## src/rtl/pla_b10_pkg.sv

```systemverilog
// Shared widths and the captured x/z entry type for the PLA b10 capture path.
package pla_b10_pkg;

  localparam int X_W = 15;
  localparam int Z_W = 11;

  typedef struct packed {
    logic [X_W-1:0] x;
    logic [Z_W-1:0] z;
  } entry_t;

  function automatic entry_t make_entry(input logic [X_W-1:0] x, input logic [Z_W-1:0] z);
    entry_t e;
    e.x = x;
    e.z = z;
    return e;
  endfunction

endpackage

```

## src/rtl/pla_b10_fifo.sv

```systemverilog
// Generic registered FIFO: data visible one cycle after push, no bypass.
// Full/empty come from registered occupancy only; push when full and pop when empty are dropped.
module pla_b10_fifo #(
  parameter int  DEPTH   = 4,
  parameter type entry_t = pla_b10_pkg::entry_t
) (
  input  logic                   clk,
  input  logic                   rst,
  input  logic                   push,
  input  entry_t                 wr_data,
  input  logic                   pop,
  output entry_t                 rd_data,
  output logic [$clog2(DEPTH):0] level,
  output logic                   full,
  output logic                   empty
);

  localparam int PW = $clog2(DEPTH);
  localparam int LW = PW + 1;
  localparam logic [LW-1:0] FULL_LVL = LW'(DEPTH);

  entry_t        mem [DEPTH];
  logic [PW-1:0] wr_ptr;
  logic [PW-1:0] rd_ptr;
  logic          push_ok;
  logic          pop_ok;

  assign full    = (level == FULL_LVL);
  assign empty   = (level == '0);
  assign push_ok = push && !full && !rst;
  assign pop_ok  = pop && !empty && !rst;
  assign rd_data = mem[rd_ptr];

  // Storage carries no reset; stale contents are unreachable once the pointers clear.
  always_ff @(posedge clk) begin
    if (push_ok) begin
      mem[wr_ptr] <= wr_data;
    end
  end

  // DEPTH is a power of two, so pointer overflow is exactly the modulo-DEPTH wrap.
  always_ff @(posedge clk or posedge rst) begin
    if (rst) begin
      wr_ptr <= '0;
      rd_ptr <= '0;
      level  <= '0;
    end else begin
      if (push_ok) begin
        wr_ptr <= wr_ptr + 1'b1;
      end
      if (pop_ok) begin
        rd_ptr <= rd_ptr + 1'b1;
      end
      case ({push_ok, pop_ok})
        2'b10:   level <= level + 1'b1;
        2'b01:   level <= level - 1'b1;
        default: level <= level;
      endcase
    end
  end

endmodule

```

## src/rtl/pla_b10_capture.sv

```systemverilog
// Captures PLA b10 x/z vector pairs into a FIFO, counts accepted pairs and flags z00=1.
// Push-to-out_valid latency 1 cycle; in_ready drops when full, independent of out_ready.
module pla_b10_capture
  import pla_b10_pkg::*;
#(
  parameter int DEPTH = 4,
  parameter int CNT_W = 16
) (
  input  logic                   clk,
  input  logic                   rst,
  input  logic                   in_valid,
  output logic                   in_ready,
  input  logic [X_W-1:0]         in_x,
  input  logic [Z_W-1:0]         in_z,
  output logic                   out_valid,
  input  logic                   out_ready,
  output logic [X_W-1:0]         out_x,
  output logic [Z_W-1:0]         out_z,
  output logic [CNT_W-1:0]       count,
  output logic                   z00_err,
  output logic [$clog2(DEPTH):0] level
);

  entry_t head;
  logic   full;
  logic   empty;
  logic   push;
  logic   pop;

  assign in_ready  = !full;
  assign out_valid = !empty;
  assign push      = in_valid && in_ready;
  assign pop       = out_valid && out_ready;
  assign out_x     = head.x;
  assign out_z     = head.z;

  pla_b10_fifo #(
    .DEPTH   (DEPTH),
    .entry_t (entry_t)
  ) u_fifo (
    .clk     (clk),
    .rst     (rst),
    .push    (push),
    .wr_data (make_entry(in_x, in_z)),
    .pop     (pop),
    .rd_data (head),
    .level   (level),
    .full    (full),
    .empty   (empty)
  );

  // z00 is tied low in the PLA, so any accepted z00=1 indicates a capture fault.
  always_ff @(posedge clk or posedge rst) begin
    if (rst) begin
      count   <= '0;
      z00_err <= 1'b0;
    end else if (push) begin
      if (count != '1) begin
        count <= count + 1'b1;
      end
      if (in_z[0]) begin
        z00_err <= 1'b1;
      end
    end
  end

endmodule

```

## config.mk

```make
export PLATFORM = sky130hd
export DESIGN_NAME = pla_b10_capture
export DESIGN_NICKNAME = d
export VERILOG_FILES = /design/src/rtl/pla_b10_pkg.sv /design/src/rtl/pla_b10_fifo.sv /design/src/rtl/pla_b10_capture.sv
export SDC_FILE = /design/constraint.sdc
export NUM_CORES = 1
export LEC_CHECK = 0
export BUFFER_PORTS_ARGS = -buffer_cell sky130_fd_sc_hd__clkbuf_2
export CELL_PAD_IN_SITES_DETAIL_PLACEMENT = 1
export CELL_PAD_IN_SITES_GLOBAL_PLACEMENT = 1
export CORE_ASPECT_RATIO = 0.5
export CORE_MARGIN = 10
export CORE_UTILIZATION = 48
export DETAILED_ROUTE_END_ITERATION = 7
export PLACE_DENSITY = 0.79
export SLEW_MARGIN = 0
export SYNTH_ARGS = -nofsm -noshare
export SYNTH_HDL_FRONTEND = slang
export SYNTH_SLANG_ARGS = --single-unit
export TNS_END_PERCENT = 30
```

## constraint.sdc

```tcl
create_clock -name clk -period 2.86 [get_ports clk]
set_clock_uncertainty 0.1 [all_clocks]
set_input_delay 0 -clock clk [delete_from_list [all_inputs] [get_ports clk]]
set_output_delay 0 -clock clk [all_outputs]
set_load 0.02 [all_outputs]
```

==> results of run 1 <==
-- timing repair --
action / CTS / global route
gates resized for setup: 0 / 1
hold buffers: 29 / 0
hold endpoints to repair: 133 / 0
setup endpoints to repair: 0 / 1
-- final cells by class --
cell class	instances	area share, %
Multi-Input combinational cell	108	18.8
Clock inverter	14	3.42
Clock buffer	18	6.55
Tap cell	140	2.67
Inverter	11	0.630
Sequential cell	128	56.8
Timing Repair Buffer	113	11.1
-- critical path, delay by kind of cell, from the launching register on --
family                     cells  cell delay, ps
and+or+nand+nor                4             960
adders and majority gates      2             550
DFF                            1             430
xor gates and xnor gates       2             360
buffers and inverters          2             140
-- cell families after synthesis --
kind of cell	after synthesis
simple gates	47
buf+inv	17
fa+ha+maj	7
xor+xnor	16
flops	128
mux	33
compound gates	5
-- stage by stage --
stage               util [%]  cell area (um^2)  std cells  hold WS (ps)  setup WS [ps]
detailed placement      54.9              5610        471          6.79            146
CTS                     64.1              6550        532           112           93.8
global placement        54.9              5610        471         -9.55            390
floorplan                  -              5020        253         -80.1            317
global route            64.2              6560        532           178           43.9
finish                  64.2              6560        532           107            230
-- worst min-delay path by stage --
stage / from / cells past startpoint / endpoint / slack (ps)
finish: rst / 4 / u_fifo.level[1]$_DFFE_PP0P_ / 110
global route: rst / 4 / u_fifo.wr_ptr[1]$_DFFE_PP0P_ / 180
CTS: rst / 4 / u_fifo.level[0]$_DFFE_PP0P_ / 110
detailed placement: rst / 3 / u_fifo.level[0]$_DFFE_PP0P_ / 7
global placement: rst / 3 / count[2]$_DFFE_PP0P_ / -10
floorplan: rst / 1 / count[0]$_DFFE_PP0P_ / -80
-- sequential cells by signal, summed over array words and instances (netlist names) --
register / count
z00_err: 1
count: 16
u_fifo.rd_ptr: 2
u_fifo.mem: 104
u_fifo.wr_ptr: 2
u_fifo.level: 3
-- routing by layer --
metal	share of wire [%]	vias up	global-route usage, %
met1	40	1434	19.2
met2	53	71	28.6
met5	0	-	0
met4	1.2	0	6.16
met3	6.0	10	5.74
li1	-	1258	-
-- placed cells by master (no fill, tap or decap), types with 2 or more instances in the layout --
cell type,count
nand4_1,2
nand2_1,6
xnor2_1,4
buf_4,7
or3b_1,2
edfxtp_1,104
mux4_2,26
nor2_1,8
dfrtp_1,23
inv_1,11
clkbuf_2,77
nor4_1,4
clkbuf_16,17
mux2_2,6
bufinv_16,5
nor3_1,4
and2_1,4
xor2_1,12
inv_6,7
dlygate4sd3_1,29
nand3_1,5
ha_1,6
-- power by group through the flow --
stage          clock network, W  registers (W)  logic [W]
4_1_cts                 0.00245        0.00248    0.00185
6_report                0.00240        0.00248    0.00181
2_1_floorplan                 0        0.00252    0.00117
3_3_place_gp                  0        0.00247    0.00174
5_1_grt                 0.00254        0.00251    0.00197
3_5_place_dp                  0        0.00251    0.00179
==> qor.yml, run 1 <==
synthesis:
  syn_area_mm2: 0.00502
  yosys_most_used_dff: "edfxtp_1"
  avgSynthCellArea_um2: 19.8
  syn_nets: 290
  synthAdderAreaFrac_pct: 1.89
  yosysSeqAreaShare_pct: 74.2
  synthMuxAreaShare_pct: 13.2
  synth-compound-area-share_pct: 0.698
  synth_top_area_share_pct: 62.2
  synthCells: 253
  synthXorXnorAreaFrac_pct: 2.79
  yosys-top-cells-count: "edfxtp_1 (104), mux4_2 (26), dfrtp_1 (24), xor2_1 (12), inv_1 (11)"
  synth_warnings: 0
  synth-seq-cells: 128
  synthSimpleGateAreaFrac_pct: 5.91
  synth_top_area_cell: "edfxtp_1"
  synth-async-reset-ratio_pct: 18.8
  synth_area_leaders: "edfxtp_1 (62%), dfrtp_1 (12%), mux4_2 (12%)"
  netlist-cell-type-count: 37
  yosysMostFrequentCell: "edfxtp_1"
  synth_edf_count: 104
  synth_top_family_by_area: "multiplexers"
power_and_ir_drop:
  power.density_mw_per_mm2: 1020
  internal_power_w: 0.00459
  netSwitchingPower_w: 0.00210
  p_leak_nw: 2.52
  p_comb_share_pct: 27.1
  seq_power_share_pct: 37.0
  total_power_w: 0.00669
  pwr-share-clk_pct: 35.9
  peakVddDrop_mv: 0.518
  swShare_pct: 31.3
layout:
  n_fill_cell: 921
  diodes: 0
  drive_above_1_share_pct: 39.5
  multi_input_area_mm2: 0.00123
  seq_area_mm2: 0.00372
  final_nets: 416
  area_growth_pct: 30.6
route:
  drt_pre_antenna_iters: 4
  drt_iter0_drc: 132
  ant_nets: 0
  drc_errors: 0
  wl_per_cell_um: 22.0
  vias_per_cell: 5.21
  via_count: 2773
  wl_um: 11700
floorplan:
  die_area_mm2: 0.0152
  dieWidth_um: 165
  boundaryPins: 78
  row_count: 26
  start_util_pct: 49.2
  core_area_mm2: 0.0102
  die_h_um: 92.3
sta:
  setup_tns_ps: 0
  slew_headroom_pct: 68.2
  fin_crit_sh_pct: 92.0
  clock.fmax_mhz: 380
  finalCriticalPeriod_ps: 2630
  slew_viol_final: 0
  tightest_slew_ps: 477
  rsz0062_at_grt: "false"
  hold_viol_final: 0
  setup_violations: 0
worst_setup_path:
  reg2reg_from: "u_fifo.level[0]$_DFFE_PP0P_"
  cp-start-kind: "flop"
  critical_path_class: "reg2reg"
  worst-r2r-cell-count: 10
  cp.required_ps: 3080
  r2r-end: "u_fifo.level[2]$_DFFE_PP0P_"
  arrival_ps: 2850
  worstSetupStartpoint: "u_fifo.level[0]$_DFFE_PP0P_"
  crit_chain: "or3b_1, nand2_2, nor2_1, inv_1, ha_1, inv_1, fa_1, xor2_1, nor2_1, xor2_1"
  max_stage_delay_ps: 470
  end_kind: "flop"
  r2r_slack_ps: 230
  cpMaxStageDelayCell: "or3b_1"
  cp-endpoint: "u_fifo.level[2]$_DFFE_PP0P_"
  path_max_fanout: 8
placement:
  post-dp-hpwl_um: 7020
  routabilityCongestion: 0.779
  numPortBuffers: 77
hold_path:
  hold_class: "in2async"
cts:
  h-tree-depth: 4
  cts_tree: "built"
  cts.clk_slew.worst_paths_ps: 60
  clock_sinks: 128
  postCtsSetupRepairBufs: 0
  clockBufferDepth: 2
  clk_latency_ps: 410
  cts_root_buf: "clkbuf_16"
  numCtsBuffers: 17
global_route:
  grt_antenna_before_repair: 0
  grt_max_degree: 27
  grt_overflow: 0
  first_global_vias: 3265
  track_usage_pct: 16.7
  grt_pass1_wl_um: 18900
status:
  run_status: "finished, final reports clean"
flow_run:
  cap_violations: 0
No activity file was read; power rests on OpenSTA's default activity.
==> run 2: changes to the inputs <==
--- a/config.mk
+++ b/config.mk
@@ -5,14 +5,15 @@
 export SDC_FILE = /design/constraint.sdc
 export NUM_CORES = 1
 export LEC_CHECK = 0
-export BUFFER_PORTS_ARGS = -buffer_cell sky130_fd_sc_hd__clkbuf_2
 export CELL_PAD_IN_SITES_DETAIL_PLACEMENT = 1
 export CELL_PAD_IN_SITES_GLOBAL_PLACEMENT = 1
 export CORE_ASPECT_RATIO = 0.5
 export CORE_MARGIN = 10
-export CORE_UTILIZATION = 48
+export CORE_UTILIZATION = 53
 export DETAILED_ROUTE_END_ITERATION = 7
-export PLACE_DENSITY = 0.79
+export DONT_BUFFER_PORTS = 1
+export GPL_TIMING_DRIVEN = 1
+export PLACE_DENSITY = 0.78
 export SLEW_MARGIN = 0
 export SYNTH_ARGS = -nofsm -noshare
 export SYNTH_HDL_FRONTEND = slang
==> run 2 against run 1 <==
Effect of this change:
- non-clock buffer count fell by 75
- flip-flop and latch count did not move
- largest cell class unchanged
- core utilization up 3.9 points
- final area down 7.1%
- sequential share of layout area rose by 4.4 points
- routed wire length down 12%
- clock power decreased by 12%
- combinational power is 25% lower
- worst hold slack worse by 59 ps
- die area decreased by 7.9%
- sequential power is 7% higher
==> qor.yml, run 2 (synthesis gave the netlist of run 1 again) <==
status:
  run_status: "finished, final reports clean"
global_route:
  track_usage_pct: 15.7  # -0.95 points
  grt_overflow: 0  # unchanged
  first_global_vias: 2899  # -11%
  grt_max_degree: 28  # +3.7%
  grt_antenna_before_repair: 1  # +1
  grt_pass1_wl_um: 16200  # -14%
route:
  ant_nets: 0  # unchanged
  drc_errors: 0  # unchanged
  via_count: 2495  # -10%
  vias_per_cell: 5.74  # +10%
  wl_per_cell_um: 23.6  # +7.4%
  drt_pre_antenna_iters: 4  # unchanged
  wl_um: 10300  # -12%
  drt_iter0_drc: 105  # -20%
hold_path:
  hold_class: "in2async"
cts:
  cts_root_buf: "clkbuf_16"
  clk_latency_ps: 410  # about the same
  post_cts_resize_count: 0  # unchanged
  postCtsSetupRepairBufs: 0  # unchanged
  cts.clk_slew.worst_paths_ps: 60  # about the same
  h-tree-depth: 4  # unchanged
  clock_sinks: 128  # unchanged
  clockBufferDepth: 2  # unchanged
  cts_tree: "built"
  numCtsBuffers: 17  # unchanged
placement:
  routabilityCongestion: 0.766  # -1.6%
  post-place-cells: 373  # -21%
  place_ws_ps: 345  # +199 ps
  numPortBuffers: 0  # -100%
  post-dp-hpwl_um: 6150  # -12%
worst_setup_path:
  reg2reg_from: "u_fifo.level[0]$_DFFE_PP0P_"
  worstSetupStartpoint: "u_fifo.level[0]$_DFFE_PP0P_"
  arrival_ps: 2780  # -70 ps
  cp-start-kind: "flop"
  end_kind: "flop"
  path_max_fanout: 8  # unchanged
  cp.required_ps: 3090  # about the same
  critical_path_class: "reg2reg"
sta:
  clock.fmax_mhz: 392  # +3.2%
  setup_violations: 0  # unchanged
  slew_headroom_pct: 38.3  # -30 points
  fin_crit_sh_pct: 89.1  # -2.9 points
  finalCriticalPeriod_ps: 2550  # -81.6 ps
  hold_viol_final: 0  # unchanged
  whs_ps: 47.7  # -59.4 ps
  tightest_slew_ps: 926  # +450 ps
  rsz0062_at_grt: "false"
  slew_viol_final: 0  # unchanged
  setup_tns_ps: 0  # unchanged
  worst_slack_ps: 312  # +81.6 ps
power_and_ir_drop:
  p_comb_share_pct: 22.1  # -5.0 points
  peakVddDrop_mv: 0.514  # -0.80%
  internal_power_w: 0.00414  # -9.9%
  pwr-share-clk_pct: 34.4  # -1.5 points
  total_power_w: 0.00610  # -8.8%
  swShare_pct: 32.2  # +0.84 points
  p_leak_nw: 2.16  # -14%
  seq_power_share_pct: 43.5  # +6.5 points
  netSwitchingPower_w: 0.00196  # -6.3%
  power.density_mw_per_mm2: 1000  # -1.8%
layout:
  final_nets: 341  # -18%
  final_common_cell: "edfxtp_1"
  largest_register: "u_fifo.mem"
  n_fill_cell: 737  # -20%
  layout_common_cells: "edfxtp_1 (104), dlygate4sd3_1 (29), mux4_2 (26), dfrtp_1 (23), clkbuf_16 (17)"
  largest_reg_flops: 104  # unchanged
  drive_above_1_share_pct: 25.2  # -14 points
  stdcell_count: 435  # -18%
  area_growth_pct: 21.2
  reg_top3: "u_fifo.mem: 104 flops, count: 16 flops, u_fifo.level: 3 flops"
flow_run:
  cap_violations: 0  # unchanged
floorplan:
  die_area_mm2: 0.0140  # -7.9%
  start_util_pct: 56.1  # +7.0 points
  die_h_um: 88.8  # -3.8%
  core_area_mm2: 0.00895  # -12%
  dieWidth_um: 158  # -4.2%
  boundaryPins: 78  # unchanged
  row_count: 24  # -7.7%
## run 2: changes by cell type in the layout (fill, tap and decap cells not counted), sizes merged
cell and change:
clkbuf -78, clkinvlp +5, bufinv -3, inv -3, buf +2, clkinv +2
diode +1
## run 2: final cells by class
class / instances / area [um^2] / share of cell area (%)
inverter: 11 / 41.3 / 0.678
clock inverter: 15 / 159 / 2.61
clock buffer: 17 / 425 / 6.99
timing repair buffer: 38 / 358 / 5.88
sequential: 128 / 3720 / 61.2
multi-input combinational: 108 / 1230 / 20.2
tap: 117 / 146 / 2.40
antenna: 1 / 2.50 / 0.0411
## run 2: per-layer routing
metal  track usage [%]  share of wire, %
met1              16.6                39
met3              6.88               6.4
met5                 0                 0
met2              28.7                54
met4              4.05              0.68
## run 2: repair_timing
action                                  in CTS  in global routing
hold buffers                                29                  0
endpoints found under the setup margin       0                  0
hold endpoints to repair                   149                  0
## run 2: critical path: stages (launching register included)
cell and delay [ps]:
dfrtp_1 500, or3b_1 420, nand2_1 230, nor2_1 110, inv_1 70, ha_1 170
inv_1 70, fa_1 380, xor2_1 160, nor2_1 110, xor2_1 150
## run 2: worst paths after layout
| path | endpoint | slack (ps) | cells past startpoint |
|---|---|---|---|
| setup / recovery | u_fifo.level[2]$_DFFE_PP0P_ | 310 | 10 |
| setup reg to reg | u_fifo.level[2]$_DFFE_PP0P_ | 310 | 10 |
| min in group clk | u_fifo.mem[0][4]$_DFFE_PP_ | 200 | 1 |
| hold reg to reg | u_fifo.rd_ptr[1]$_DFFE_PP0P_ | 380 | 1 |
| max in group asynchronous | u_fifo.rd_ptr[0]$_DFFE_PP0P_ | 2360 | 3 |
| hold / removal | count[1]$_DFFE_PP0P_ | 50 | 3 |
## run 2: per-stage QoR
step | util (%) | cell area (um^2)
2_1_floorplan | - | 5020
3_3_place_gp | 58.2 | 5210
3_5_place_dp | 58.2 | 5210
4_1_cts | 68.0 | 6080
5_1_grt | 68.0 | 6090
6_report | 68.0 | 6090
## run 2: power by group through the flow
| stage | Clock [W] | Sequential [W] | Combinational, W |
|---|---|---|---|
| finish | 0.00210 | 0.00265 | 0.00135 |
| global route | 0.00223 | 0.00272 | 0.00145 |
| CTS | 0.00214 | 0.00266 | 0.00137 |
| detailed placement | 0 | 0.00270 | 0.00131 |
| global placement | 0 | 0.00267 | 0.00129 |
| floorplan | 0 | 0.00252 | 0.00117 |
==> run 3: changes to the inputs <==
--- a/config.mk
+++ b/config.mk
@@ -7,13 +7,14 @@
 export LEC_CHECK = 0
 export CELL_PAD_IN_SITES_DETAIL_PLACEMENT = 1
 export CELL_PAD_IN_SITES_GLOBAL_PLACEMENT = 1
-export CORE_ASPECT_RATIO = 0.5
+export CORE_ASPECT_RATIO = 0.8
 export CORE_MARGIN = 10
 export CORE_UTILIZATION = 53
 export DETAILED_ROUTE_END_ITERATION = 7
 export DONT_BUFFER_PORTS = 1
 export GPL_TIMING_DRIVEN = 1
 export PLACE_DENSITY = 0.78
+export REMOVE_ABC_BUFFERS = 1
 export SLEW_MARGIN = 0
 export SYNTH_ARGS = -nofsm -noshare
 export SYNTH_HDL_FRONTEND = slang
==> run 3 against run 2 <==
Effect of this change:
- highest routed layer unchanged
- via count hardly changed
- register-to-register slack is essentially flat
- core utilization is 2.1 points lower
- critical path depth grew 1
- setup slack improved by 10 ps
- global-route usage grew 0.55 points
- sequential share of layout area rose by 0.51 points
- clock-buffer cell count is 6 higher
- final cell count did not move
==> qor.yml, run 3 (synthesis gave the netlist of run 1 again) <==
placement:
  routabilityCongestion: 0.750  # -2.2%
  post-place-cells: 374  # +0.27%
  numPortBuffers: 0  # unchanged
  post-dp-hpwl_um: 6840  # +11%
layout:
  reg_top3: "u_fifo.mem: 104 flops, count: 16 flops, u_fifo.level: 3 flops"
  final_common_cell: "edfxtp_1"
  largest_register: "u_fifo.mem"
  drive_above_1_share_pct: 23.4  # -1.8 points
  largest_reg_flops: 104  # unchanged
  stdcell_count: 435  # unchanged
  area_growth_pct: 20.2
  final_nets: 344  # +0.88%
  utilization_pct: 66.0  # -2.1 points
  diodes: 0  # -1
  layout_common_cells: "edfxtp_1 (104), dlygate4sd3_1 (29), mux4_2 (26), dfrtp_1 (23), clkbuf_16 (17)"
worst_setup_path:
  crit_chain: "or3b_1, nand2_1, nor2_1, buf_4, inv_1, ha_1, inv_1, fa_1, xor2_1, nor2_1, xor2_1"
  cp-endpoint: "u_fifo.level[2]$_DFFE_PP0P_"
  r2r_slack_ps: 320  # about the same
  worst-r2r-cell-count: 11  # +1
  reg2reg_from: "u_fifo.level[2]$_DFFE_PP0P_"
  cp-start-kind: "flop"
  worstSetupStartpoint: "u_fifo.level[2]$_DFFE_PP0P_"
  path_max_fanout: 7  # -1
  max_stage_delay_ps: 510  # about the same
  end_kind: "flop"
  cp.required_ps: 3090  # about the same
  cpMaxStageDelayCell: "dfrtp_1"
  critical_path_class: "reg2reg"
  r2r-end: "u_fifo.level[2]$_DFFE_PP0P_"
  arrival_ps: 2770  # about the same
route:
  vias_per_cell: 5.74  # about the same
  ant_nets: 0  # unchanged
  wl_per_cell_um: 23.9  # +1.4%
  drt_pre_antenna_iters: 4  # unchanged
  wl_um: 10400  # +1.4%
  via_count: 2496  # +0.040%
  drt_iter0_drc: 164  # +56%
  drc_errors: 0  # unchanged
power_and_ir_drop:
  pwr-share-clk_pct: 30.6  # -3.8 points
  netSwitchingPower_w: 0.00187  # -4.5%
  swShare_pct: 32.0  # -0.19 points
  peakVddDrop_mv: 0.476  # -7.3%
  power.density_mw_per_mm2: 970  # -3.2%
  p_comb_share_pct: 24.8  # +2.7 points
  seq_power_share_pct: 44.7  # +1.2 points
  p_leak_nw: 2.15  # -0.35%
  internal_power_w: 0.00398  # -3.7%
global_route:
  track_usage_pct: 16.3  # +0.55 points
  grt_antenna_before_repair: 0  # -1
  grt_pass1_wl_um: 16700  # +2.6%
  grt_max_degree: 25  # -11%
  first_global_vias: 2857  # -1.4%
  grt_overflow: 0  # unchanged
sta:
  finalCriticalPeriod_ps: 2540  # -10.1 ps
  slew_headroom_pct: 46.7  # +8.4 points
  tightest_slew_ps: 800  # -126 ps
  hold_viol_final: 0  # unchanged
  setup_violations: 0  # unchanged
  setup_tns_ps: 0  # unchanged
  fin_crit_sh_pct: 88.7  # -0.35 points
  whs_ps: 51.5  # +3.87 ps
  slew_viol_final: 0  # unchanged
  clock.fmax_mhz: 394  # +0.40%
  rsz0062_at_grt: "false"
floorplan:
  die_area_mm2: 0.0138  # -1.5%
  die_h_um: 107  # +21%
  start_util_pct: 54.9  # -1.3 points
  core_area_mm2: 0.00915  # +2.3%
  boundaryPins: 78  # unchanged
  row_count: 31  # +29%
  dieWidth_um: 129  # -18%
cts:
  cts_root_buf: "clkbuf_16"
  clock_sinks: 128  # unchanged
  cts.clk_slew.worst_paths_ps: 50  # about the same
  h-tree-depth: 4  # unchanged
  postCtsSetupRepairBufs: 0  # unchanged
  clk_latency_ps: 410  # about the same
  clockBufferDepth: 2  # unchanged
  cts_tree: "built"
  numCtsBuffers: 17  # unchanged
status:
  run_status: "finished, final reports clean"
flow_run:
  cap_violations: 0  # unchanged
hold_path:
  hold_class: "in2async"
-- run 3: cell types whose count changed in the layout (fill, tap and decap cells not counted), sizes merged --
cell,previous run,this run
buf,9,12
bufinv,2,0
clkinvlp,5,1
diode,1,0
clkbuf,17,23
clkinv,4,8
inv,15,11
-- run 3: power groups by stage --
stage | Sequential, W | Clock, W | Combinational [W]
floorplan | 0.00265 | 0 | 0.00101
global placement | 0.00265 | 0 | 0.00139
detailed placement | 0.00266 | 0 | 0.00143
CTS | 0.00263 | 0.00183 | 0.00149
global route | 0.00266 | 0.00192 | 0.00157
finish | 0.00262 | 0.00179 | 0.00145
-- run 3: critical path, delay by kind of cell (launching register included) --
family                     cells  cell delay, ps
adders and majority gates      2             550
and+or+nand+nor                4             720
xor gates and xnor gates       2             320
buffers and inverters          3             270
DFF                            1             510
-- run 3: area by class of cell --
cell class	instances	area, um^2
Clock buffer	23	448
Clock inverter	9	43.8
Fill cell	766	3120
Inverter	11	41.3
Multi-Input combinational cell	108	1230
Sequential cell	128	3720
Tap cell	115	144
Timing Repair Buffer	41	405
-- run 3: layer usage --
metal,global-route usage [%],vias up,wire length [um]
li1,-,1112,-
met3,5.56,15,628
met4,6.24,0,117
met2,27.1,58,5470
met1,19.3,1311,4200
met5,0,-,0
-- run 3: repair_timing --
item / CTS / global route
resized for setup: 0 / 0
hold buffers: 29 / 0
endpoints found under the hold margin: 147 / 0
-- run 3: how the worst min path moves through the flow --
stage	endpoint	depth (start not counted)
after floorplan	count[0]$_DFFE_PP0P_	1
after global placement	u_fifo.level[2]$_DFFE_PP0P_	2
after detailed placement	u_fifo.wr_ptr[1]$_DFFE_PP0P_	2
after CTS	u_fifo.wr_ptr[1]$_DFFE_PP0P_	3
after global routing	u_fifo.level[1]$_DFFE_PP0P_	3
final	u_fifo.level[1]$_DFFE_PP0P_	3
-- run 3: through the flow --
step	power [W]	area, um^2	setup WS (ps)
2_1_floorplan	0.00366	4990	317
3_3_place_gp	0.00404	5260	462
3_5_place_dp	0.00409	5260	387
4_1_cts	0.00595	6040	332
5_1_grt	0.00616	6040	178
6_report	0.00586	6040	322
